==> src/rtl/mioc_pulse_ctrl_if.sv <==
// Requester, pulse and readback bundle for the MIOC set/reset pulse controller.
// The master side drives requests and readback; the slave is the controller.
interface mioc_pulse_ctrl_if #(
    parameter int CHW = 2,
    parameter int NCH = 4
);
    logic           req_a;
    logic           req_b;
    logic           op_a;
    logic           op_b;
    logic [CHW-1:0] ch_a;
    logic [CHW-1:0] ch_b;
    logic [NCH-1:0] q_fb;
    logic           gnt_a;
    logic           gnt_b;
    logic [NCH-1:0] set_p;
    logic [NCH-1:0] rst_p;
    logic           busy;
    logic           done;
    logic           err;

    modport master (
        output req_a, req_b, op_a, op_b, ch_a, ch_b, q_fb,
        input  gnt_a, gnt_b, set_p, rst_p, busy, done, err
    );

    modport slave (
        input  req_a, req_b, op_a, op_b, ch_a, ch_b, q_fb,
        output gnt_a, gnt_b, set_p, rst_p, busy, done, err
    );
endinterface

==> src/rtl/mioc_pulse_ctrl.sv <==
// Round-robin arbiter and pulse sequencer driving MIOC set/reset flops,
// with a fixed settle gap and a one-cycle readback check per operation.
module mioc_pulse_ctrl #(
    parameter int NCH = 4,
    parameter int CHW = 2,
    parameter int PW  = 2,
    parameter int GAP = 1
) (
    input  logic              clk,
    input  logic              rst_n,
    mioc_pulse_ctrl_if.slave  io
);
    typedef enum logic [1:0] {
        S_IDLE,
        S_PULSE,
        S_GAP,
        S_CHECK
    } state_e;

    localparam logic [3:0] PW_M1  = 4'(PW - 1);
    localparam logic [3:0] GAP_M1 = 4'(GAP - 1);

    state_e         state_q;
    logic [3:0]     cnt_q;
    logic           last_b_q;
    logic           op_q;
    logic [CHW-1:0] ch_q;
    logic           gnt_a_q;
    logic           gnt_b_q;
    logic [NCH-1:0] set_q;
    logic [NCH-1:0] rst_q;
    logic           busy_q;
    logic           done_q;
    logic           err_q;

    logic           win_b_d;
    logic           op_d;
    logic [CHW-1:0] ch_d;
    logic [NCH-1:0] sel_d;
    logic           err_d;

    // On a tie the requester not granted last wins.
    always_comb begin
        win_b_d = io.req_b;
        if (io.req_a && io.req_b) begin
            win_b_d = ~last_b_q;
        end
        op_d  = win_b_d ? io.op_b : io.op_a;
        ch_d  = win_b_d ? io.ch_b : io.ch_a;
        sel_d = '0;
        sel_d[ch_d] = 1'b1;
        err_d = io.q_fb[ch_q] != op_q;
    end

    always_ff @(posedge clk or negedge rst_n) begin
        if (!rst_n) begin
            state_q  <= S_IDLE;
            cnt_q    <= '0;
            last_b_q <= 1'b1;
            op_q     <= 1'b0;
            ch_q     <= '0;
            gnt_a_q  <= 1'b0;
            gnt_b_q  <= 1'b0;
            set_q    <= '0;
            rst_q    <= '0;
            busy_q   <= 1'b0;
            done_q   <= 1'b0;
            err_q    <= 1'b0;
        end else begin
            gnt_a_q <= 1'b0;
            gnt_b_q <= 1'b0;
            done_q  <= 1'b0;
            err_q   <= 1'b0;
            unique case (state_q)
                S_IDLE: begin
                    if (io.req_a || io.req_b) begin
                        state_q  <= S_PULSE;
                        cnt_q    <= PW_M1;
                        last_b_q <= win_b_d;
                        op_q     <= op_d;
                        ch_q     <= ch_d;
                        gnt_a_q  <= ~win_b_d;
                        gnt_b_q  <= win_b_d;
                        busy_q   <= 1'b1;
                        set_q    <= op_d ? sel_d : '0;
                        rst_q    <= op_d ? '0 : sel_d;
                    end
                end
                S_PULSE: begin
                    if (cnt_q == '0) begin
                        set_q <= '0;
                        rst_q <= '0;
                        if (GAP == 0) begin
                            state_q <= S_CHECK;
                            done_q  <= 1'b1;
                            err_q   <= err_d;
                        end else begin
                            state_q <= S_GAP;
                            cnt_q   <= GAP_M1;
                        end
                    end else begin
                        cnt_q <= cnt_q - 4'd1;
                    end
                end
                S_GAP: begin
                    if (cnt_q == '0) begin
                        state_q <= S_CHECK;
                        done_q  <= 1'b1;
                        err_q   <= err_d;
                    end else begin
                        cnt_q <= cnt_q - 4'd1;
                    end
                end
                S_CHECK: begin
                    state_q <= S_IDLE;
                    busy_q  <= 1'b0;
                end
                default: begin
                    state_q <= S_IDLE;
                    busy_q  <= 1'b0;
                end
            endcase
        end
    end

    assign io.gnt_a = gnt_a_q;
    assign io.gnt_b = gnt_b_q;
    assign io.set_p = set_q;
    assign io.rst_p = rst_q;
    assign io.busy  = busy_q;
    assign io.done  = done_q;
    assign io.err   = err_q;
endmodule

==> src/flat_wrapper.sv <==
// flat-port wrapper written by rule: the top's interface ports become plain ports
module mioc_pulse_ctrl_flat 
#(
    parameter int NCH = 4,
    parameter int CHW = 2,
    parameter int PW  = 2,
    parameter int GAP = 1
)
  (clk, rst_n, io_req_a, io_req_b, io_op_a, io_op_b, io_ch_a, io_ch_b, io_q_fb, io_gnt_a, io_gnt_b, io_set_p, io_rst_p, io_busy, io_done, io_err);
  mioc_pulse_ctrl_if #(.CHW(CHW), .NCH(NCH)) io_i ();
  input  logic clk;
  input  logic rst_n;
  input wire logic [$bits(io_i.req_a)-1:0] io_req_a;
  input wire logic [$bits(io_i.req_b)-1:0] io_req_b;
  input wire logic [$bits(io_i.op_a)-1:0] io_op_a;
  input wire logic [$bits(io_i.op_b)-1:0] io_op_b;
  input wire logic [$bits(io_i.ch_a)-1:0] io_ch_a;
  input wire logic [$bits(io_i.ch_b)-1:0] io_ch_b;
  input wire logic [$bits(io_i.q_fb)-1:0] io_q_fb;
  output wire logic [$bits(io_i.gnt_a)-1:0] io_gnt_a;
  output wire logic [$bits(io_i.gnt_b)-1:0] io_gnt_b;
  output wire logic [$bits(io_i.set_p)-1:0] io_set_p;
  output wire logic [$bits(io_i.rst_p)-1:0] io_rst_p;
  output wire logic [$bits(io_i.busy)-1:0] io_busy;
  output wire logic [$bits(io_i.done)-1:0] io_done;
  output wire logic [$bits(io_i.err)-1:0] io_err;
  assign io_i.req_a = io_req_a;
  assign io_i.req_b = io_req_b;
  assign io_i.op_a = io_op_a;
  assign io_i.op_b = io_op_b;
  assign io_i.ch_a = io_ch_a;
  assign io_i.ch_b = io_ch_b;
  assign io_i.q_fb = io_q_fb;
  assign io_gnt_a = io_i.gnt_a;
  assign io_gnt_b = io_i.gnt_b;
  assign io_set_p = io_i.set_p;
  assign io_rst_p = io_i.rst_p;
  assign io_busy = io_i.busy;
  assign io_done = io_i.done;
  assign io_err = io_i.err;
  mioc_pulse_ctrl #(.NCH(NCH), .CHW(CHW), .PW(PW), .GAP(GAP)) u_core (.clk(clk), .rst_n(rst_n), .io(io_i));
endmodule
==> config.mk <==
export PLATFORM = sky130hd
export DESIGN_NAME = mioc_pulse_ctrl_flat
export DESIGN_NICKNAME = d
export VERILOG_FILES = /design/src/rtl/mioc_pulse_ctrl_if.sv /design/src/rtl/mioc_pulse_ctrl.sv /design/src/flat_wrapper.sv
export SDC_FILE = /design/constraint.sdc
export NUM_CORES = 1
export LEC_CHECK = 0
export BUFFER_PORTS_ARGS = -buffer_cell sky130_fd_sc_hd__buf_2
export CORE_UTILIZATION = 25
export CTS_CLUSTER_DIAMETER = 40
export CTS_CLUSTER_SIZE = 40
export DETAILED_ROUTE_END_ITERATION = 10
export GPL_ROUTABILITY_DRIVEN = 0
export SLEW_MARGIN = 20
export SYNTH_ARGS = -nofsm -noshare
export SYNTH_HDL_FRONTEND = slang
export SYNTH_SLANG_ARGS = --single-unit
export TNS_END_PERCENT = 30
==> constraint.sdc <==
create_clock -name clk -period 3.45 [get_ports clk]
set_input_delay 0 -clock clk [delete_from_list [all_inputs] [get_ports clk]]
set_output_delay 0 -clock clk [all_outputs]
set_load 0.03 [all_outputs]
==> out/qor.csv <==
stage,metric,value,unit
power_and_ir_drop,ir_drop,0.389,mV
placed_design,dp.final_hpwl,1840,um
routing,drtIter0Drc,49,
sta,maxSlewViolCount,0,
clock_tree,clk_pin_slew,0.09,ns
global_route,grt_usage,0.109,
status,violations,hold timing,
floorplan,start_util,0.267,
setup_path,crit_type,reg -> reg,
yosys,synthSimpleGateAreaFrac,0.207,
floorplan,design.core.area,4470,sq um
yosys,synth_top_family_by_area,simple AND/OR/NAND/NOR gates,
setup_path,worstPathArrival,1.99,ns
routing,vias,892,
floorplan,io_pins,27,
status,status,"finished, violations left",
global_route,grt_pass1_wl,4310,um
sta,final_hold_viol_count,1,
power_and_ir_drop,powerDensity,950,nW/um^2
yosys,synth_cell_type_count,39,
sta,max_freq,544,MHz
floorplan,chipWidth,71.2,um
sta,worst_slew_pin_slew,0.632,ns
yosys,yosys_most_used_dff,dfrtp_1,
setup_path,path_max_fanout,4,
routing,routed_wl,2480,um
placed_design,dp.cells,191,
global_route,antenna_found_initial,0,
cells_and_area,final_cell_mix,"buf_2 (26), dfrtp_1 (22), nand2_1 (17), nor2_1 (9)",
sta,rsz0062_at_grt,false,
sta,max-slew-margin-rel,0.576,
yosys,synth_edf_count,0,
cells_and_area,synthToLayoutAreaGrowth,21.0,%
setup_path,cp_data_required_time,3.61,ns
yosys,yosysSeqAreaShare,0.482,
yosys,syn-num-nets,133,
cells_and_area,regArea,577,sq um
placed_design,port_buffers,26,
yosys,yosysTopAreaCell,dfrtp_1,
sta,period_minus_slack,1.84,ns
floorplan,die_h,71.2,um
setup_path,cp-start-kind,flip-flop,
yosys,synthMuxAreaShare,0.0596,
yosys,synth_compound_area_frac,0.156,
yosys,synth-seq-cells,23,
cells_and_area,fillCellCount,448,
cells_and_area,layout.cells.non_filler,196,
clock_tree,h-tree-depth,1,
routing,viasPerCell,4.55,
routing,ant_nets,0,
yosys,synth_xor_xnor_area_share,0.00732,
clock_tree,clock_latency,0.27,ns
power_and_ir_drop,leakagePower,0.000717,uW
sta,timing.hold.ws,-0.00738,ns
yosys,synth.avg_cell_area,10.6,sq um
routing,drc,0,
sta,skew,0.00535,ns
sta,post-route-period-util,0.533,
yosys,ys.warnings.count,0,
setup_path,crit_path_end_kind,flip-flop,
cells_and_area,nets,165,
clock_tree,root_buffer,clkbuf_8,
clock_tree,clock-sinks,23,
global_route,grt_pass1_vias,906,
worst_hold_path,hold_path.class,in -> reg,
yosys,synth_top_area_frac,0.460,
global_route,grt_overflow_total,0,
global_route,grt_max_degree,24,
yosys,synth_area_leaders,"dfrtp_1 (46%), ha_1 (6.3%), nand2_1 (5.3%)",
cells_and_area,final_common_cell,buf_2,
run,cap_violations,0,
floorplan,die_area,5070,sq um
floorplan,rows,24,
clock_tree,cts_tree,built,
routing,drtPass1Iterations,3,
cells_and_area,drive_gt1_frac,0.306,
cells_and_area,n_antenna_cell,0,
sta,setup_viol,0,
sta,fin_tns_setup,0,ns
clock_tree,cts_buffers,3,
yosys,synth-adder-area-share,0.0628,
yosys,synth_area,1200,sq um
clock_tree,cts.path.max_buffers,2,
routing,drt-wirelength-per-cell,12.6,um
cells_and_area,multiInputGateArea,589,sq um
yosys,syn_inst,113,
yosys,synthArstFlopShare,1.00,
==> cell usage after synthesis (2+ instances only) <==
| cell | n |
|---|---|
| dfrtp_1 | 22 |
| nand2_1 | 17 |
| nor2_1 | 9 |
| inv_1 | 8 |
| o21ai_1 | 8 |
| ha_1 | 6 |
| o21ai_0 | 5 |
| a21o_1 | 2 |
| a21oi_1 | 2 |
| a31oi_1 | 2 |
| mux2i_2 | 2 |
| nand2b_1 | 2 |
| nand4_1 | 2 |
==> final timing paths <==
kind | startpoint | end | slack [ns] | cells past startpoint
worst max-delay path | u_core.cnt_q[0] | u_core.state_q[1] | 1.61 | 6
worst min-delay path | io_req_b | u_core.io.gnt_a | -0.007 | 2
worst max register to register | u_core.cnt_q[0] | u_core.state_q[1] | 1.61 | 6
worst min register to register | u_core.io.set_p[2] | u_core.io.set_p[2] | 0.49 | 2
max in group asynchronous | rst_n | u_core.last_b_q | 2.85 | 2
min in group asynchronous | rst_n | u_core.io.rst_p[1] | 0.23 | 2
==> registers in the layout, indices dropped and copies added, names as in the netlist <==
| name | flops |
|---|---|
| u_core.cnt_q | 4 |
| u_core.io.rst_p | 4 |
| u_core.io.set_p | 4 |
| u_core.ch_q | 2 |
| u_core.state_q | 2 |
| u_core.io.busy | 1 |
| u_core.io.done | 1 |
| u_core.io.err | 1 |
| u_core.io.gnt_a | 1 |
| u_core.io.gnt_b | 1 |
| u_core.last_b_q | 1 |
| u_core.op_q | 1 |
==> cells by family after synthesis <==
group | Yosys count
compound gates | 26
xor+xnor | 1
fa+ha+maj | 6
buf+inv | 8
flops | 23
mux | 5
simple gates | 44
==> report_power, final <==
group	switching, uW	internal [uW]	leakage (uW)
combinational	447	297	0.000392
sequential	76.5	382	0.000300
clock	92.1	80.7	0.0000255
==> area by class of cell <==
type	count	share of cell area
clock buffer	3	0.0285
clock inverter	1	0.00346
inverter	8	0.0207
multi-input combinational	82	0.407
sequential	23	0.398
tap	52	0.0449
timing repair buffer	27	0.0968
==> critical path, cell delays in order, from the launching register on <==
cell     delay, ns
dfrtp_1       0.42
inv_1         0.13
ha_1          0.17
nor3b_1       0.33
nor2_1        0.14
nor2_1        0.18
mux2_2        0.35
==> through the flow <==
step | area (sq um) | utilization | total power, uW | setup WS, ns
4_1_cts | 1450 | 0.324 | 1390 | 1.57
5_1_grt | 1450 | 0.324 | 1500 | 1.44
3_5_place_dp | 1390 | 0.311 | 1210 | 1.61
3_3_place_gp | 1390 | 0.311 | 1210 | 1.60
6_report | 1450 | 0.324 | 1380 | 1.61
2_1_floorplan | 1200 | - | 1030 | 1.79
==> layer usage <==
metal,share of wire,track usage
met1,0.53,0.157
met2,0.43,0.168
met4,0.0093,0.0333
met3,0.030,0.0171
met5,0,0
==> timing repair <==
action | CTS | global route
hold endpoints to repair | 22 | 0
gates resized for setup | 0 | 0
buffers inserted | 0 | 0
hold buffers | 1 | 0
(Power assumes the default switching activity.)
